--- config.mk ---
export PLATFORM = sky130hd
export DESIGN_NAME = scc_wave_regs
export DESIGN_NICKNAME = d
export VERILOG_FILES = /design/src/rtl/scc_wave_regs_pkg.sv /design/src/rtl/scc_chan_counter.sv /design/src/rtl/scc_wave_regs.sv
export SDC_FILE = /design/constraint.sdc
export NUM_CORES = 2
export LEC_CHECK = 0
export CORE_MARGIN = 10
export CORE_UTILIZATION = 30
export CTS_CLUSTER_DIAMETER = 50
export DETAILED_ROUTE_END_ITERATION = 10
export PLACE_DENSITY_LB_ADDON = 0.12
export SLEW_MARGIN = 20
export SYNTH_ARGS = -nofsm -noshare
export SYNTH_HDL_FRONTEND = slang
export SYNTH_HIERARCHICAL = 1
export SYNTH_SLANG_ARGS = --single-unit
--- constraint.sdc ---
create_clock -name clk -period 7.7 [get_ports clk]
set_clock_uncertainty 0.05 [all_clocks]
set_input_delay 1.155 -clock clk [delete_from_list [all_inputs] [get_ports clk]]
set_output_delay 1.155 -clock clk [all_outputs]
set_load 0.05 [all_outputs]
--- src/rtl/scc_wave_regs_pkg.sv ---
// ----------------------------------------------------------------------------
// scc_wave_regs_pkg
// Shared constants and types for the wave-table sound register block:
//   - address map boundaries (wave RAM, frequency, volume, enable, deformation)
//   - slot sequencer state encoding
//   - channel count and wave RAM depth
// ----------------------------------------------------------------------------
package scc_wave_regs_pkg;

    localparam int NUM_CH     = 5;
    localparam int WAVE_DEPTH = 160;   // 5 channels x 32 bytes

    localparam logic [7:0] WAVE_END    = 8'h9F;
    localparam logic [7:0] FREQ_BASE   = 8'hA0;
    localparam logic [7:0] VOL_BASE    = 8'hAA;
    localparam logic [7:0] EN_ADDR     = 8'hAF;
    localparam logic [7:0] DEFORM_BASE = 8'hC0;
    localparam logic [7:0] DEFORM_END  = 8'hDF;

    // Periods below this are too fast to be meaningful; the channel freezes.
    localparam logic [11:0] FREQ_MIN = 12'd9;

    typedef enum logic [2:0] {
        SLOT_FETCH0 = 3'd0,
        SLOT_FETCH1 = 3'd1,
        SLOT_FETCH2 = 3'd2,
        SLOT_FETCH3 = 3'd3,
        SLOT_FETCH4 = 3'd4,
        SLOT_CPU    = 3'd5
    } slot_e;

endpackage

--- src/rtl/scc_chan_counter.sv ---
// ----------------------------------------------------------------------------
// scc_chan_counter
// One channel's 12-bit period down-counter and 5-bit wave phase.
// Ports:
//   clk, reset_n   clock, asynchronous active-low reset
//   clk_en         sound-rate enable
//   freq           current 12-bit period register of this channel
//   load           CPU frequency write this cycle (takes priority over reload)
//   load_val       new 12-bit period written by the CPU
//   phase_clr      when loading, also return phase to 0
//   phase          current wave phase (0..31)
// ----------------------------------------------------------------------------
module scc_chan_counter
    import scc_wave_regs_pkg::*;
(
    input  logic        clk,
    input  logic        reset_n,
    input  logic        clk_en,
    input  logic [11:0] freq,
    input  logic        load,
    input  logic [11:0] load_val,
    input  logic        phase_clr,
    output logic [4:0]  phase
);

    logic [11:0] cnt_reg;
    logic [4:0]  phase_reg;

    // The count "hits 0" on the edge where it would decrement to 0; reloading
    // on that edge gives a phase step every freq clk_en ticks exactly. A count
    // already at 0 (after reset) also reloads.
    always_ff @(posedge clk or negedge reset_n) begin
        if (!reset_n) begin
            cnt_reg   <= '0;
            phase_reg <= '0;
        end else if (load) begin
            cnt_reg <= load_val;
            if (phase_clr) begin
                phase_reg <= '0;
            end
        end else if (clk_en && (freq >= FREQ_MIN)) begin
            if (cnt_reg <= 12'd1) begin
                cnt_reg   <= freq;
                phase_reg <= phase_reg + 5'd1;
            end else begin
                cnt_reg <= cnt_reg - 12'd1;
            end
        end
    end

    assign phase = phase_reg;

endmodule

--- src/rtl/scc_wave_regs.sv ---
// ----------------------------------------------------------------------------
// scc_wave_regs
// Five-channel wave-table register block. A six-slot sequencer (FETCH0..4,
// CPU) shares one 160x8 wave RAM between audio sample fetch and CPU access.
// Optional feature macro: SCC_DEFORM_EN (deformation register at C0-DF).
// Ports:
//   clk, reset_n   clock, asynchronous active-low reset
//   clk_en         sound-rate enable, advances the slot sequencer
//   req, wrt       access request (level, held until ack), 1=write
//   adr, dbo       register address, write data
//   dbi            read data, valid from the ack cycle until the next ack
//   ack            one-clk completion pulse
//   sample         5 x signed 8-bit current samples, ch1 in [7:0]
//   vol            5 x 4-bit volumes, ch1 in [3:0]
//   ch_en          channel enable mask
// ----------------------------------------------------------------------------
module scc_wave_regs
    import scc_wave_regs_pkg::*;
(
    input  logic        clk,
    input  logic        reset_n,
    input  logic        clk_en,
    input  logic        req,
    input  logic        wrt,
    input  logic [7:0]  adr,
    input  logic [7:0]  dbo,
    output logic [7:0]  dbi,
    output logic        ack,
    output logic [39:0] sample,
    output logic [19:0] vol,
    output logic [4:0]  ch_en
);

    slot_e       slot_reg, slot_next;
    logic [2:0]  slot_idx;
    logic        armed_reg;
    logic        ack_reg;
    logic [7:0]  dbi_reg;
    logic [4:0]  en_reg;
    logic [11:0] freq_reg [NUM_CH];
    logic [11:0] freq_new [NUM_CH];
    logic [3:0]  vol_reg  [NUM_CH];
    logic [7:0]  sample_reg [NUM_CH];
    logic [4:0]  phase_w  [NUM_CH];
    logic [NUM_CH-1:0] freq_lo_hit, freq_hi_hit, vol_hit, freq_wr;

    logic        access_go, do_write;
    logic        is_wave, is_deform;
    logic        phase_clr, wave_lock;
    logic [7:0]  deform_rd;
    logic [4:0]  fetch_phase;
    logic [7:0]  ram_addr, ram_rd, rd_data;
    logic        ram_we;
    logic [7:0]  wave_mem [WAVE_DEPTH];

    // ---------------- slot sequencer ----------------
    always_ff @(posedge clk or negedge reset_n) begin
        if (!reset_n) begin
            slot_reg <= SLOT_FETCH0;
        end else begin
            slot_reg <= slot_next;
        end
    end

    always_comb begin
        slot_next = slot_reg;
        if (clk_en) begin
            if (slot_reg == SLOT_CPU) begin
                slot_next = SLOT_FETCH0;
            end else begin
                slot_next = slot_e'(slot_reg + 3'd1);
            end
        end
    end

    assign slot_idx = slot_reg;

    // armed_reg blocks a second ack while req stays high; it re-arms once req
    // has been seen low for at least one clk.
    assign access_go = clk_en && (slot_reg == SLOT_CPU) && req && armed_reg;
    assign do_write  = access_go && wrt;

    // ---------------- address decode ----------------
    assign is_wave   = (adr <= WAVE_END);
    assign is_deform = (adr >= DEFORM_BASE) && (adr <= DEFORM_END);

    // ---------------- optional deformation register ----------------
`ifdef SCC_DEFORM_EN
    logic [7:0] deform_reg;

    always_ff @(posedge clk or negedge reset_n) begin
        if (!reset_n) begin
            deform_reg <= '0;
        end else if (do_write && is_deform) begin
            deform_reg <= dbo;
        end
    end

    assign deform_rd = deform_reg;
    assign phase_clr = deform_reg[5];
    assign wave_lock = deform_reg[6];
`else
    assign deform_rd = 8'hFF;
    assign phase_clr = 1'b0;
    assign wave_lock = 1'b0;
`endif

    // ---------------- per-channel registers, counters, sample lanes --------
    genvar gi;
    generate
        for (gi = 0; gi < NUM_CH; gi++) begin : g_ch
            assign freq_lo_hit[gi] = (adr == FREQ_BASE + 8'(2 * gi));
            assign freq_hi_hit[gi] = (adr == FREQ_BASE + 8'(2 * gi + 1));
            assign vol_hit[gi]     = (adr == VOL_BASE + 8'(gi));
            assign freq_wr[gi]     = do_write && (freq_lo_hit[gi] || freq_hi_hit[gi]);
            assign freq_new[gi]    = freq_hi_hit[gi] ? {dbo[3:0], freq_reg[gi][7:0]}
                                                     : {freq_reg[gi][11:8], dbo};

            always_ff @(posedge clk or negedge reset_n) begin
                if (!reset_n) begin
                    freq_reg[gi] <= '0;
                    vol_reg[gi]  <= '0;
                end else begin
                    if (freq_wr[gi]) begin
                        freq_reg[gi] <= freq_new[gi];
                    end
                    if (do_write && vol_hit[gi]) begin
                        vol_reg[gi] <= dbo[3:0];
                    end
                end
            end

            scc_chan_counter u_cnt (
                .clk       (clk),
                .reset_n   (reset_n),
                .clk_en    (clk_en),
                .freq      (freq_reg[gi]),
                .load      (freq_wr[gi]),
                .load_val  (freq_new[gi]),
                .phase_clr (phase_clr),
                .phase     (phase_w[gi])
            );

            // Lane gi captures the RAM word on its own FETCH slot edge.
            always_ff @(posedge clk or negedge reset_n) begin
                if (!reset_n) begin
                    sample_reg[gi] <= '0;
                end else if (clk_en && (slot_idx == 3'(gi))) begin
                    sample_reg[gi] <= ram_rd;
                end
            end

            assign sample[gi*8 +: 8] = sample_reg[gi];
            assign vol[gi*4 +: 4]    = vol_reg[gi];
        end
    endgenerate

    // ---------------- shared wave RAM ----------------
    always_comb begin
        fetch_phase = '0;
        for (int i = 0; i < NUM_CH; i++) begin
            if (slot_idx == 3'(i)) begin
                fetch_phase = phase_w[i];
            end
        end
    end

    // Channel n's 32 bytes sit at n*32, so the fetch address is {n, phase}.
    assign ram_addr = (slot_reg == SLOT_CPU) ? adr : {slot_idx, fetch_phase};
    assign ram_we   = do_write && is_wave && !wave_lock;

    always_ff @(posedge clk) begin
        if (ram_we) begin
            wave_mem[ram_addr] <= dbo;
        end
    end

    assign ram_rd = wave_mem[ram_addr];

    // ---------------- CPU read mux and handshake ----------------
    always_comb begin
        rd_data = 8'hFF;
        if (is_wave) begin
            rd_data = ram_rd;
        end else if (adr == EN_ADDR) begin
            rd_data = {3'b000, en_reg};
        end else if (is_deform) begin
            rd_data = deform_rd;
        end
        for (int i = 0; i < NUM_CH; i++) begin
            if (freq_lo_hit[i]) begin
                rd_data = freq_reg[i][7:0];
            end
            if (freq_hi_hit[i]) begin
                rd_data = {4'h0, freq_reg[i][11:8]};
            end
            if (vol_hit[i]) begin
                rd_data = {4'h0, vol_reg[i]};
            end
        end
    end

    always_ff @(posedge clk or negedge reset_n) begin
        if (!reset_n) begin
            ack_reg   <= 1'b0;
            dbi_reg   <= '0;
            en_reg    <= '0;
            armed_reg <= 1'b1;
        end else begin
            ack_reg <= access_go;
            if (access_go && !wrt) begin
                dbi_reg <= rd_data;
            end
            if (do_write && (adr == EN_ADDR)) begin
                en_reg <= dbo[4:0];
            end
            if (access_go) begin
                armed_reg <= 1'b0;
            end else if (!req) begin
                armed_reg <= 1'b1;
            end
        end
    end

    assign ack   = ack_reg;
    assign dbi   = dbi_reg;
    assign ch_en = en_reg;

endmodule

==> implementation parameters <==
Parameter                              Value

Floorplanning
  Std-Cell Rows    171
  Overall die height    488 µm
  Die span in x    488 µm
  Die outline area    0.239 mm²
  CORE AREA    0.218 mm²
  Num ports    95
  Initial cell density of the core    30.2%

Power
  Power density normalized to cell area    382 mW/mm²
  Cell leakage power    26.7 nW
  Tot Pwr    29.5 mW
  Worst vdd ir    0.000237 V

Hold path
  Class of the tightest hold or removal check    input port to async pin

Setup path
  Required time of the worst setup path    8.42 ns
  Worst path arrival time    7.07 ns
  Classification of the worst setup path    register to register
  Worst setup SP type    register
  Maximum fanout count along the critical path    81
  CP Capture Type    register
  Setup slack of the worst register-to-register path    1.35 ns

Drt
  Per-cell routed wire length    28.1 µm
  Ratio of routed vias to standard cells    5.33
  Total via count in the routed design    43700
  Total Routed Length    231000 µm
  Number of detailed-route iterations in the first pass    6
  Detailed-route DRC error count    0
  Detailed Route Iter0 Violations    4167
  Final antenna-violating net count    0

Logic synthesis
  Post-synth EDFFs    1280
  Primary FF master, synth    sky130_fd_sc_hd__edfxtp_1
  Synth cell types    97
  Synthesized area    0.0658 mm²
  Post-synth ARST share    14.8%
  Fraction of the yosys area taken by sequential cells    66.9%
  Mean Syn Cell Area    13.2 µm²
  Cells after Synth    4998
  Synth warn    6
  Flops & latches, synth    1503

Timing
  Number of failing hold endpoints at the final stage    0
  Actual transition at the worst max-transition pin    1.20 ns
  Rel. slew slack    19.5%
  Final Cycle Share    82.5%
  Post-route minimum period    6.35 ns
  Setup repair after global routing missed its margin    no
  Final setup violating endpoints    0
  Peak Freq    157 MHz
  Min Hold Slack    0.341 ns
  Count of final max-slew check failures    0
  Setup TNS Final    0 ns
  Post-route worst setup slack    1.35 ns

Layout
  Share of layout cells above drive strength 1    15.2%
  Footprint of the flip-flops and latches    0.0440 mm²
  Fillcell total    21300
  Commonest cells after routing, fill and taps aside    1280 x sky130_fd_sc_hd__edfxtp_1, 927 x sky130_fd_sc_hd__nand2_1, 297 x sky130_fd_sc_hd__nand3_1, 267 x sky130_fd_sc_hd__nor2_1, 249 x sky130_fd_sc_hd__mux2i_1
  Multi-input logic area    0.0199 mm²
  Final-stage net count    5197
  Layout-stage area growth over the synthesis result    17.2%
  Number of flip-flops under the largest register name    1280
  Commonest non-fill, non-tap cell in the layout    sky130_fd_sc_hd__edfxtp_1

Clocking
  Post-CTS setup-driven buffer insertion count    0
  Hold buffer count at cts    0
  Clock transition time at the flip-flop clock pins of the worst setup and hold paths    0.05 ns
  Clock latency on the worst-skew pair    0.88 ns
  CTS Buf Count    202
  Clock root cell    sky130_fd_sc_hd__clkbuf_16
  Clk sinks    1503
  Post-cts gate resize count    0
  Max H-tree Level    4
  CTS tree    built
  CTS max path bufs    3

Global routing
  Met1 Usage GRT    27.4%
  Global-route wire length before repair    329000 µm
  Global-route track usage on met3    2.79%
  Overall track demand over capacity in global routing    18.7%
  Initial antenna violation count    8
  Layer carrying the most global-route usage    met2
  Largest net degree at the start of global routing    147
  Met2 Resource Use GR    28.9%
  Remaining Overflow, GRT    0
  Via count of the first global-routing pass    42600

Run
  Maxcap violations    0

Status
  Outcome    finished, final reports clean

Placement
  Port bufs    94
  Half-perimeter wire length after placement    142000 µm
  Worst setup slack after placement    1.30 ns
  Final weighted congestion in routability-driven placement    0.830
## per-stage QoR
step	cell area, µm²	utilization (%)	instances
final	77200	35.4	8194
after floorplan	65900	-	5016
after CTS	77100	35.4	8188
after detailed placement	70200	32.2	7809
after global placement	70100	32.2	7808
after global routing	77200	35.4	8192
## logic make-up after synthesis
logic type	after synthesis	synth area share, %
AOI/OAI and AO/OA	867	9.54
adders and majority gates	16	0.304
buffers and inverters	392	3.33
xor gates and xnor gates	17	0.226
muxes	427	7.56
DFF	1503	66.9
other	1	0.00570
and+or+nand+nor	1775	12.2
## per-layer routing
| metal | vias to the layer above | wire [µm] |
|---|---|---|
| li1 | 19300 | - |
| met5 | - | 236 |
| met3 | 293 | 12700 |
| met4 | 2 | 5790 |
| met1 | 22600 | 108000 |
| met2 | 1430 | 104000 |
## cell type report
type                    count  share of cell area [%]
flip-flops and latches   1503                    57.0
multi-input cells        3121                    25.8
clock buffers             235                    6.84
well taps                2854                    4.63
repair buffers            269                    3.24
clock inverters           144                    2.14
inverters                  63                   0.306
diodes                      5                  0.0162
## final timing paths
path,startpoint,to,cells past startpoint
max,slot_idx[1],sample[4],14
min,reset_n,g_ch[4].u_cnt/cnt_reg[9],1
max reg2reg,slot_idx[1],sample[4],14
min reg2reg,armed_reg,armed_reg,2
max in group asynchronous,reset_n,g_ch[2].u_cnt/cnt_reg[11],2
min in group clk,armed_reg,armed_reg,2
## worst max-delay path, cell delays in order, from the launching register on
cell and delay, ns:
sky130_fd_sc_hd__dfrtp_1 0.84, sky130_fd_sc_hd__and2_1 0.23, sky130_fd_sc_hd__ha_1 0.53, sky130_fd_sc_hd__nor2_1 0.25, sky130_fd_sc_hd__o21ai_4 0.17, sky130_fd_sc_hd__buf_4 0.42
sky130_fd_sc_hd__o21a_4 0.69, sky130_fd_sc_hd__buf_12 0.41, sky130_fd_sc_hd__nand2_1 0.10, sky130_fd_sc_hd__a311oi_1 0.29, sky130_fd_sc_hd__a311o_1 0.16, sky130_fd_sc_hd__a21oi_1 0.17
sky130_fd_sc_hd__or4_4 0.61, sky130_fd_sc_hd__nor4_4 0.90, sky130_fd_sc_hd__mux2_2 0.32
## cells in the mapped netlist (20+ instances only)
library cell	n	area share, %
sky130_fd_sc_hd__o211ai_1	23	0.26
sky130_fd_sc_hd__dfrtp_1	222	8.4
sky130_fd_sc_hd__mux4_2	42	1.4
sky130_fd_sc_hd__a21oi_1	187	1.4
sky130_fd_sc_hd__mux2_2	133	2.3
sky130_fd_sc_hd__buf_4	40	0.46
sky130_fd_sc_hd__o22ai_1	32	0.30
sky130_fd_sc_hd__nand4_1	20	0.19
sky130_fd_sc_hd__a31oi_1	52	0.49
sky130_fd_sc_hd__nand2_1	927	5.3
sky130_fd_sc_hd__o21ai_0	77	0.59
sky130_fd_sc_hd__buf_6	56	0.96
sky130_fd_sc_hd__nor4_1	22	0.21
sky130_fd_sc_hd__clkbuf_1	145	0.83
sky130_fd_sc_hd__a211oi_1	61	0.70
sky130_fd_sc_hd__a221oi_1	48	0.64
sky130_fd_sc_hd__and3_1	42	0.40
sky130_fd_sc_hd__o21ai_1	44	0.33
sky130_fd_sc_hd__nor2_1	286	1.6
sky130_fd_sc_hd__nor2b_1	21	0.20
sky130_fd_sc_hd__a311oi_1	91	1.2
sky130_fd_sc_hd__nor3_1	40	0.30
sky130_fd_sc_hd__inv_1	62	0.35
sky130_fd_sc_hd__nand3_1	297	2.3
sky130_fd_sc_hd__a32oi_1	39	0.52
sky130_fd_sc_hd__buf_2	72	0.55
sky130_fd_sc_hd__edfxtp_1	1280	58
sky130_fd_sc_hd__mux2i_1	249	3.8
sky130_fd_sc_hd__or3_1	22	0.21
sky130_fd_sc_hd__o211a_1	45	0.68
## power breakdown
part / total, mW / internal, mW / switching, mW
Clock: 9.56 / 5.61 / 3.96
Sequential: 9.37 / 9.07 / 0.305
Combinational: 10.6 / 3.19 / 7.38
Power figures use the tool's default switching activity.
